===== src/rtl/hier_stage_sched_if.sv =====
// Request/response handshake bundle between requesters and the shared-stage scheduler.
// The master side belongs to the requesters and the response consumer; the slave side belongs to the scheduler.
interface hier_stage_sched_if #(
  parameter int NREQ = 3,
  parameter int W    = 3
);
  logic [NREQ-1:0]   req_valid;
  logic [NREQ*W-1:0] req_data;
  logic [NREQ-1:0]   req_ready;
  logic              rsp_valid;
  logic [1:0]        rsp_id;
  logic [W-1:0]      rsp_data;
  logic              rsp_ready;

  modport master (
    output req_valid, req_data, rsp_ready,
    input  req_ready, rsp_valid, rsp_id, rsp_data
  );

  modport slave (
    input  req_valid, req_data, rsp_ready,
    output req_ready, rsp_valid, rsp_id, rsp_data
  );
endinterface


===== src/rtl/hier_stage_sched.sv =====
// Round-robin scheduler that time-shares one external compute stage among NREQ requesters.
// One request is in flight at a time: it is accepted, waits LAT cycles, and is then answered.
module hier_stage_sched #(
  parameter int NREQ = 3,
  parameter int W    = 3,
  parameter int LAT  = 2
) (
  input  logic                clk,
  input  logic                rst_n,
  hier_stage_sched_if.slave   bus,
  output logic [W-1:0]        stage_x,
  input  logic [W-1:0]        stage_y,
  output logic                busy,
  output logic [7:0]          done_cnt
);

  localparam int CNT_W = (LAT > 1) ? $clog2(LAT) : 1;
  localparam logic [CNT_W-1:0] CNT_INIT = CNT_W'(LAT - 1);
  localparam logic [1:0]       PTR_INIT = 2'(NREQ - 1);

  typedef enum logic [1:0] {IDLE, WAIT, RESP} state_t;

  state_t           state;
  logic [1:0]       ptr;
  logic [1:0]       gnt;
  logic [CNT_W-1:0] cnt;
  logic             any_req;

  // Scanning from the farthest slot down to ptr+1 leaves the nearest valid requester selected.
  function automatic logic [1:0] rr_pick(input logic [NREQ-1:0] v, input logic [1:0] p);
    logic [1:0] sel;
    int         idx;
    sel = '0;
    for (int k = NREQ; k >= 1; k--) begin
      idx = (int'(p) + k) % NREQ;
      if (v[idx]) sel = 2'(idx);
    end
    return sel;
  endfunction

  assign any_req = |bus.req_valid;
  assign gnt     = rr_pick(bus.req_valid, ptr);
  assign busy    = (state != IDLE);

  always_comb begin
    bus.req_ready = '0;
    if (rst_n && (state == IDLE) && any_req) bus.req_ready[gnt] = 1'b1;
  end

  always_ff @(posedge clk or negedge rst_n) begin
    if (!rst_n) begin
      state         <= IDLE;
      ptr           <= PTR_INIT;
      cnt           <= '0;
      stage_x       <= '0;
      bus.rsp_valid <= 1'b0;
      bus.rsp_id    <= '0;
      bus.rsp_data  <= '0;
      done_cnt      <= '0;
    end else begin
      case (state)
        IDLE: begin
          if (any_req) begin
            stage_x    <= bus.req_data[gnt*W +: W];
            bus.rsp_id <= gnt;
            cnt        <= CNT_INIT;
            state      <= WAIT;
          end
        end
        WAIT: begin
          if (cnt != '0) begin
            cnt <= cnt - CNT_W'(1);
          end else begin
            bus.rsp_data  <= stage_y;
            bus.rsp_valid <= 1'b1;
            state         <= RESP;
          end
        end
        RESP: begin
          // Response is frozen until taken; stage_y is ignored here.
          if (bus.rsp_ready) begin
            bus.rsp_valid <= 1'b0;
            ptr           <= bus.rsp_id;
            done_cnt      <= done_cnt + 8'd1;
            state         <= IDLE;
          end
        end
        default: state <= IDLE;
      endcase
    end
  end

endmodule


===== src/flat_wrapper.sv =====
// flat-port wrapper written by rule: the top's interface ports become plain ports
module hier_stage_sched_flat 
#(
  parameter int NREQ = 3,
  parameter int W    = 3,
  parameter int LAT  = 2
)
  (clk, rst_n, stage_x, stage_y, busy, done_cnt, bus_req_valid, bus_req_data, bus_rsp_ready, bus_req_ready, bus_rsp_valid, bus_rsp_id, bus_rsp_data);
  hier_stage_sched_if #(.NREQ(NREQ), .W(W)) bus_i ();
  input  logic clk;
  input  logic rst_n;
  output logic [W-1:0] stage_x;
  input  logic [W-1:0] stage_y;
  output logic busy;
  output logic [7:0] done_cnt;
  input wire logic [$bits(bus_i.req_valid)-1:0] bus_req_valid;
  input wire logic [$bits(bus_i.req_data)-1:0] bus_req_data;
  input wire logic [$bits(bus_i.rsp_ready)-1:0] bus_rsp_ready;
  output wire logic [$bits(bus_i.req_ready)-1:0] bus_req_ready;
  output wire logic [$bits(bus_i.rsp_valid)-1:0] bus_rsp_valid;
  output wire logic [$bits(bus_i.rsp_id)-1:0] bus_rsp_id;
  output wire logic [$bits(bus_i.rsp_data)-1:0] bus_rsp_data;
  assign bus_i.req_valid = bus_req_valid;
  assign bus_i.req_data = bus_req_data;
  assign bus_i.rsp_ready = bus_rsp_ready;
  assign bus_req_ready = bus_i.req_ready;
  assign bus_rsp_valid = bus_i.rsp_valid;
  assign bus_rsp_id = bus_i.rsp_id;
  assign bus_rsp_data = bus_i.rsp_data;
  hier_stage_sched #(.NREQ(NREQ), .W(W), .LAT(LAT)) u_core (.clk(clk), .rst_n(rst_n), .bus(bus_i), .stage_x(stage_x), .stage_y(stage_y), .busy(busy), .done_cnt(done_cnt));
endmodule

===== config.mk =====
export PLATFORM = sky130hd
export DESIGN_NAME = hier_stage_sched_flat
export DESIGN_NICKNAME = d
export VERILOG_FILES = /design/src/rtl/hier_stage_sched_if.sv /design/src/rtl/hier_stage_sched.sv /design/src/flat_wrapper.sv
export SDC_FILE = /design/constraint.sdc
export NUM_CORES = 1
export LEC_CHECK = 0
export ABC_AREA = 1
export CORE_MARGIN = 2
export CORE_UTILIZATION = 42
export CTS_CLUSTER_SIZE = 25
export DETAILED_ROUTE_END_ITERATION = 16
export PLACE_DENSITY = 0.8
export SLEW_MARGIN = 20
export SYNTH_ARGS = -nofsm -noshare
export SYNTH_HDL_FRONTEND = slang
export SYNTH_SLANG_ARGS = --single-unit
export TNS_END_PERCENT = 30

===== constraint.sdc =====
create_clock -name clk -period 1.9 [get_ports clk]
set_input_delay 0.38 -clock clk [delete_from_list [all_inputs] [get_ports clk]]
set_output_delay 0.38 -clock clk [all_outputs]
set_load 0.005 [all_outputs]

==> summary.txt, run 1 <==
Outcome
  – Status: complete, but fails checks
  – Failing checks: setup timing

Placement
  – Routability Congestion: 0.753
  – Setup WS pre-CTS: -0.669 ns
  – HPWL Detailed: 2420 µm
  – Placed Cells: 231
  – Port Buffers: 38
  – Placed Area: 1810 µm²

Clocking
  – Clk pin slew, worst setup/hold paths: 0.12 ns
  – Clk buf depth: 2
  – Num CTS Buffers: 3
  – Htree depth: 1
  – CTS tree: done
  – CTS sink count: 22
  – Clock Root Buffer: clkbuf_4
  – Clock latency on the worst-skew pair: 0.31 ns

Drt
  – Via-per-instance ratio: 5.05
  – Routed len/inst: 14.4 µm
  – Number of remaining DRC errors: 0
  – Initial DRC Count: 31
  – Final wirelength: 3450 µm
  – ANT nets after route: 0
  – Via count: 1,212
  – DRT Pass-1 Iters: 4

Logic synthesis
  – Register area share after synthesis: 43.4%
  – Syn Inst Count: 146
  – YS warnings: 0
  – Mapped Nets: 169
  – Ys async rst share: 100%
  – Mapped Area: 1270 µm²
  – Synthesized flop and latch total: 22
  – Yosys top cell area share: 41.3%
  – Post-synth EDFFs: 0
  – Area leader, netlist: dfrtp_1
  – Mean post-synth cell area: 8.72 µm²
  – Synth area leaders: dfrtp_1, nand2_1, ha_1
  – Top_reg_cell synth: dfrtp_1
  – Number of library cell types mapped by synthesis: 27
  – Most frequent cell after synthesis: nand2_1
  – Synth top cells by count: nand2_1, dfrtp_1, inv_1, nor2_1

Die
  – Core region area: 2830 µm²
  – DIE HEIGHT: 59.0 µm
  – Die area: 3490 µm²
  – Die width: 59.0 µm
  – Row cnt: 19
  – Initial Util: 45.0%
  – IO Pins: 39

Cells and area
  – FILL cells: 226
  – Final nets: 233
  – Fin area: 1960 µm²
  – Post-layout util: 69.2%
  – Share of cells above drive strength 1: 33.0%
  – Register area: 552 µm²
  – ANT cells: 0
  – Multi-input logic area: 732 µm²
  – Non-Filler Instances: 240
  – Area growth syn-to-layout: 53.8%

Timing
  – Slew headroom: 80.8%
  – Post-layout min period: 2.36 ns
  – Final worst clock skew: 0.00421 ns
  – Fmax: 424 MHz
  – RSZ-0062 raised after global routing: yes
  – Setup Viol. Count Final: 5
  – Slack of the critical path: -0.459 ns
  – Final hold vios: 0
  – Worst-Margin Slew: 0.286 ns
  – Period utilization: 124%
  – Slew Viols, Final: 0

Setup path
  – Crit path cell chain: ha_4 > nand2_1 > nand3_4 > nand2_2 > buf_4 > nand2_2 > nand3_4 > nand2_4 > nand2_1 > nor2_1 > buf_2
  – Delay-heaviest family, CP: simple AND/OR/NAND/NOR gates
  – Startpoint types: flip-flop
  – Reg2reg path depth: 12
  – Worst Path Buf+Inv: 2
  – Data required, critical path: 1.52 ns
  – Slowest CP cell: dfstp_2
  – Worst setup EP type: output pin
  – Worst EP arrival: 1.98 ns
  – Critical path depth: 11
  – Crit path largest cell delay: 0.60 ns
  – Crit Path Category: flip-flop to output pin
  – CP max FO: 3

Power and ir drop
  – Sw Ratio: 42.8%
  – Pwr dens: 1830 nW/µm²
  – Share of power burned in combinational logic: 70.5%
  – Clk pwr share: 7.2%
  – Maximum VDD drop: 0.000876 V
  – Cell internal pwr: 2050 µW
  – Switching pwr: 1540 µW
  – Leakage power: 0.000948 µW
  – Sequential share of power: 22.2%

Global route
  – First-pass GRT wire length: 5550 µm
  – Antenna violations before repair: 0
  – Largest net degree at the start of global routing: 23
  – GRT overflow: 0
  – Vias in the first global route: 1,234
  – GRT Overall Usage: 21.1%

Flow run
  – MaxCap Viol Count: 0

Worst hold path
  – Hold/Removal Path Class: input port to asynchronous set/reset pin
==> path summary, 6_finish.rpt <==
check,start,end,slack [ns]
worst min-delay path,rst_n,u_core.bus.rsp_id[0],0.43
worst max-delay path,u_core.ptr[1],bus_req_ready[1],-0.46
min in group clk,u_core.done_cnt[7],u_core.done_cnt[7],0.49
worst min register to register,u_core.done_cnt[7],u_core.done_cnt[7],0.49
worst max register to register,u_core.ptr[1],u_core.stage_x[0],-0.05
max in group asynchronous,rst_n,u_core.ptr[1],1.19
==> flip-flops by register name, summed over array words and instances (netlist names) <==
signal	cells
u_core.bus.rsp_valid	1
u_core.done_cnt	8
u_core.ptr	2
u_core.state	2
u_core.stage_x	3
u_core.bus.rsp_id	2
u_core.cnt	1
u_core.bus.rsp_data	3
==> cells in the final DEF, fill, tap and decap left out, types with 2 or more instances in the layout <==
cell type / count
ha_1: 2
inv_2: 5
nand3_2: 5
clkbuf_4: 3
nor2_1: 9
nand3_4: 2
xor2_1: 3
nor3_1: 2
o21ai_1: 3
dfrtp_1: 21
xnor2_1: 4
mux2_2: 3
nand2_1: 35
nand2_4: 2
buf_4: 21
a21oi_2: 2
o21ai_0: 5
inv_1: 12
o21ai_2: 3
o21bai_2: 2
nand3_1: 6
clkdlybuf4s50_1: 35
ha_4: 3
nand2_2: 10
buf_2: 2
==> layout make-up <==
class | count | share of cell area [%]
clock buffers | 4 | 1.85
inverters | 18 | 3.58
multi-input cells | 106 | 37.4
flip-flops and latches | 22 | 28.2
well taps | 31 | 1.98
repair buffers | 59 | 27.0
==> power by group through the flow <==
| stage | clock (µW) | sequential (µW) | combinational [µW] |
|---|---|---|---|
| global placement | 0 | 782 | 2060 |
| CTS | 264 | 794 | 2350 |
| global route | 278 | 814 | 2770 |
| floorplan | 0 | 787 | 1210 |
| detailed placement | 0 | 792 | 2120 |
| finish | 260 | 797 | 2530 |
==> stage by stage <==
stage / setup TNS, ns / power, µW / hold slack [ns]
2_1_floorplan: 0 / 2000 / 0.0844
3_3_place_gp: -1.87 / 2840 / 0.453
3_5_place_dp: -2.29 / 2920 / 0.472
4_1_cts: -1.36 / 3400 / 0.433
5_1_grt: -1.94 / 3860 / 0.457
6_report: -1.43 / 3580 / 0.433
==> worst reg2reg max path: stages, from the launching register on <==
cell and delay, ns:
dfstp_2 0.60, ha_4 0.25, inv_4 0.10, nand3_4 0.09, nand2_2 0.09, nand2_1 0.05
nand2_1 0.07, nand2_2 0.07, nand2_4 0.09, buf_4 0.11, buf_4 0.11, o21ai_1 0.05
o21bai_2 0.18
==> routing by layer <==
layer | track usage, % | part of all wire (%) | wire [µm] | up-vias
met1 | 26.1 | 40 | 1380 | 573
met4 | 6.17 | 1.1 | 38 | 0
met2 | 38.6 | 54 | 1860 | 42
met5 | 0 | 0 | 0 | -
li1 | - | - | - | 591
met3 | 2.18 | 4.7 | 162 | 6
==> repair_timing <==
action,in CTS,in global routing
setup endpoints to repair,5,7
cloned,0,0
pin swaps,7,7
buffers inserted,3,2
gates resized for setup,23,11
hold buffers,0,0
==> kinds of logic after synthesis <==
group | share of synthesized area, %
adder cells (fa/ha/maj) | 4.92
flip-flops | 43.4
multiplexers | 2.65
XOR/XNOR | 4.82
AND/OR/NAND/NOR | 28.5
AO/OA/AOI/OAI | 10.4
buffers and inverters | 5.31
No activity file was read; power rests on OpenSTA's default activity.
==> run 2: changes to the inputs <==
- RECOVER_POWER: unset -> 100
==> summary.txt, run 2 (same netlist as run 1, synthesis figures left out) <==
Power and ir drop
  – Sw Ratio: 42.8% (about the same)
  – Pwr Total: 3570 µW (-0.45%)
  – Sequential share of power: 22.3% (about the same)
  – Pwr dens: 1840 nW/µm² (+0.20%)
  – Clk pwr share: 7.2% (about the same)
  – Switching pwr: 1530 µW (-0.45%)
  – Cell internal pwr: 2040 µW (-0.44%)
  – Share of power burned in combinational logic: 70.5% (about the same)
  – Leakage power: 0.000943 µW (-0.55%)
  – Maximum VDD drop: 0.000869 V (-0.80%)

Cells and area
  – Final nets: 233 (unchanged)
  – Register area: 552 µm² (unchanged)
  – Biggest regs: u_core.done_cnt: 8 flops, u_core.bus.rsp_data: 3 flops, u_core.stage_x: 3 flops
  – FILL cells: 227 (+0.44%)
  – Commonest non-fill, non-tap cells in the layout: nand2_1, clkdlybuf4s50_1, dfrtp_1
  – Share of cells above drive strength 1: 31.1% (-1.9 points)
  – Top reg by flops: u_core.done_cnt
  – Commonest non-fill, non-tap cell in the layout: nand2_1
  – Max reg flops: 8 (unchanged)
  – Multi-input logic area: 727 µm² (-0.68%)
  – ANT cells: 0 (unchanged)
  – Area growth syn-to-layout: 52.8%

Clocking
  – Clk pin slew, worst setup/hold paths: 0.12 ns (about the same)
  – Clock latency on the worst-skew pair: 0.31 ns (about the same)
  – CTS tree: done
  – Num CTS Buffers: 3 (unchanged)
  – Clk buf depth: 2 (unchanged)
  – Clock Root Buffer: clkbuf_4
  – CTS sink count: 22 (unchanged)
  – Htree depth: 1 (unchanged)

Die
  – Die area: 3490 µm² (unchanged)
  – Initial Util: 45.0% (unchanged)
  – Row cnt: 19 (unchanged)
  – Die width: 59.0 µm (unchanged)
  – Core region area: 2830 µm² (unchanged)
  – IO Pins: 39 (unchanged)
  – DIE HEIGHT: 59.0 µm (unchanged)

Global route
  – Largest net degree at the start of global routing: 23 (unchanged)
  – Vias in the first global route: 1,234 (unchanged)
  – GRT Overall Usage: 21.1% (unchanged)
  – First-pass GRT wire length: 5550 µm (unchanged)
  – GRT overflow: 0 (unchanged)
  – Antenna violations before repair: 0 (unchanged)

Drt
  – Final wirelength: 3440 µm (-0.17%)
  – Routed len/inst: 14.3 µm (-0.17%)
  – DRT Pass-1 Iters: 4 (unchanged)
  – Via count: 1,207 (-0.41%)
  – ANT nets after route: 0 (unchanged)
  – Initial DRC Count: 31 (unchanged)
  – Number of remaining DRC errors: 0 (unchanged)
  – Via-per-instance ratio: 5.03 (-0.41%)

Timing
  – Slack of the critical path: -0.456 ns (+0.00314 ns)
  – Post-layout min period: 2.36 ns (-0.00314 ns)
  – Final worst clock skew: 0.00702 ns (+0.00280 ns)
  – Setup Viol. Count Final: 5 (unchanged)
  – Slew headroom: 20.4% (-60 points)
  – Final hold vios: 0 (unchanged)
  – Worst-Margin Slew: 1.19 ns (+0.908 ns)
  – Fmax: 425 MHz (+0.13%)
  – Slew Viols, Final: 0 (unchanged)
  – Period utilization: 124% (-0.17 points)
  – Setup total negative slack: -1.41 ns (+0.0178 ns)
  – RSZ-0062 raised after global routing: yes

Setup path
  – Crit path largest cell delay: 0.60 ns (about the same)
  – Slowest CP cell: dfstp_2
  – Worst setup EP type: output pin
  – Worst EP arrival: 1.98 ns (about the same)
  – Startpoint types: flip-flop
  – Data required, critical path: 1.52 ns (about the same)
  – Crit path cell chain: ha_4 > nand2_1 > nand3_4 > nand2_2 > buf_4 > nand2_2 > nand3_4 > nand2_4 > nand2_1 > nor2_1 > buf_2
  – Crit Path Category: flip-flop to output pin
  – CP max FO: 3 (unchanged)

Outcome
  – Status: complete, but fails checks
  – Failing checks: setup timing

Placement
  – HPWL Detailed: 2420 µm (unchanged)
  – Port Buffers: 38 (unchanged)
  – Routability Congestion: 0.753 (unchanged)

Flow run
  – MaxCap Viol Count: 0 (unchanged)

Worst hold path
  – Hold/Removal Path Class: flip-flop to flip-flop
-- run 2: cell count changes in the layout (fill, tap and decap cells not counted) --
cell | previous run | this run
buf_4 | 21 | 19
clkbuf_1 | 0 | 2
clkdlybuf4s50_1 | 35 | 33
dlygate4sd3_1 | 0 | 2
inv_1 | 12 | 13
inv_2 | 5 | 4
nand3_1 | 6 | 7
nand3_2 | 5 | 4
-- run 2: worst max-delay path: cells and delay by family, from the launching register on --
family | cells | cell delay [ns]
adder cells (fa/ha/maj) | 1 | 0.16
AND/OR/NAND/NOR | 8 | 0.65
buffers and inverters | 2 | 0.26
flip-flops | 1 | 0.60
-- run 2: what timing repair did --
action                     4_1_cts  5_1_grt
buffers inserted                 3        2
setup endpoints to repair        5        7
gates resized for setup         23       11
pin swaps                        7        7
hold buffers                     0        0
-- run 2: power groups by stage --
stage	Combinational, µW	Sequential [µW]	Clock [µW]
2_1_floorplan	1210	787	0
3_3_place_gp	2060	782	0
4_1_cts	2350	794	264
3_5_place_dp	2120	792	0
6_report	2510	796	258
5_1_grt	2750	814	278
-- run 2: per-stage QoR --
step	instances	area [µm²]	util, %	hold WS [ns]	setup slack (ns)
global route	240	1940	68.7	0.510	-0.538
finish	240	1940	68.7	0.487	-0.456
detailed placement	231	1810	64.0	0.472	-0.669
CTS	238	1910	67.4	0.433	-0.446
global placement	231	1810	64.0	0.453	-0.611
floorplan	146	1270	-	0.0844	0.0197
-- run 2: final timing paths --
check                              startpoint                endpoint  slack [ns]  cells after the start
setup / recovery                u_core.ptr[1]        bus_req_ready[1]       -0.46                     11
hold / removal             u_core.done_cnt[7]      u_core.done_cnt[7]        0.49                      1
setup reg to reg                u_core.ptr[1]       u_core.stage_x[0]       -0.04                     12
hold reg to reg            u_core.done_cnt[7]      u_core.done_cnt[7]        0.49                      1
max in group asynchronous               rst_n  u_core.bus.rsp_data[0]        0.35                      2
min in group asynchronous               rst_n    u_core.bus.rsp_id[0]        0.85                      2
-- run 2: layer usage --
metal	global-route usage, %	vias up	part of all wire (%)
met2	38.6	42	54
met4	6.17	0	1.1
met3	2.18	6	4.6
li1	-	590	-
met5	0	-	0
met1	26.1	569	40
-- run 2: area by class of cell --
class,instances,area share (%)
Inverter,18,3.60
Multi-Input combinational cell,106,37.4
Tap cell,31,1.99
Sequential cell,22,28.4
Clock buffer,4,1.87
Timing Repair Buffer,59,26.8
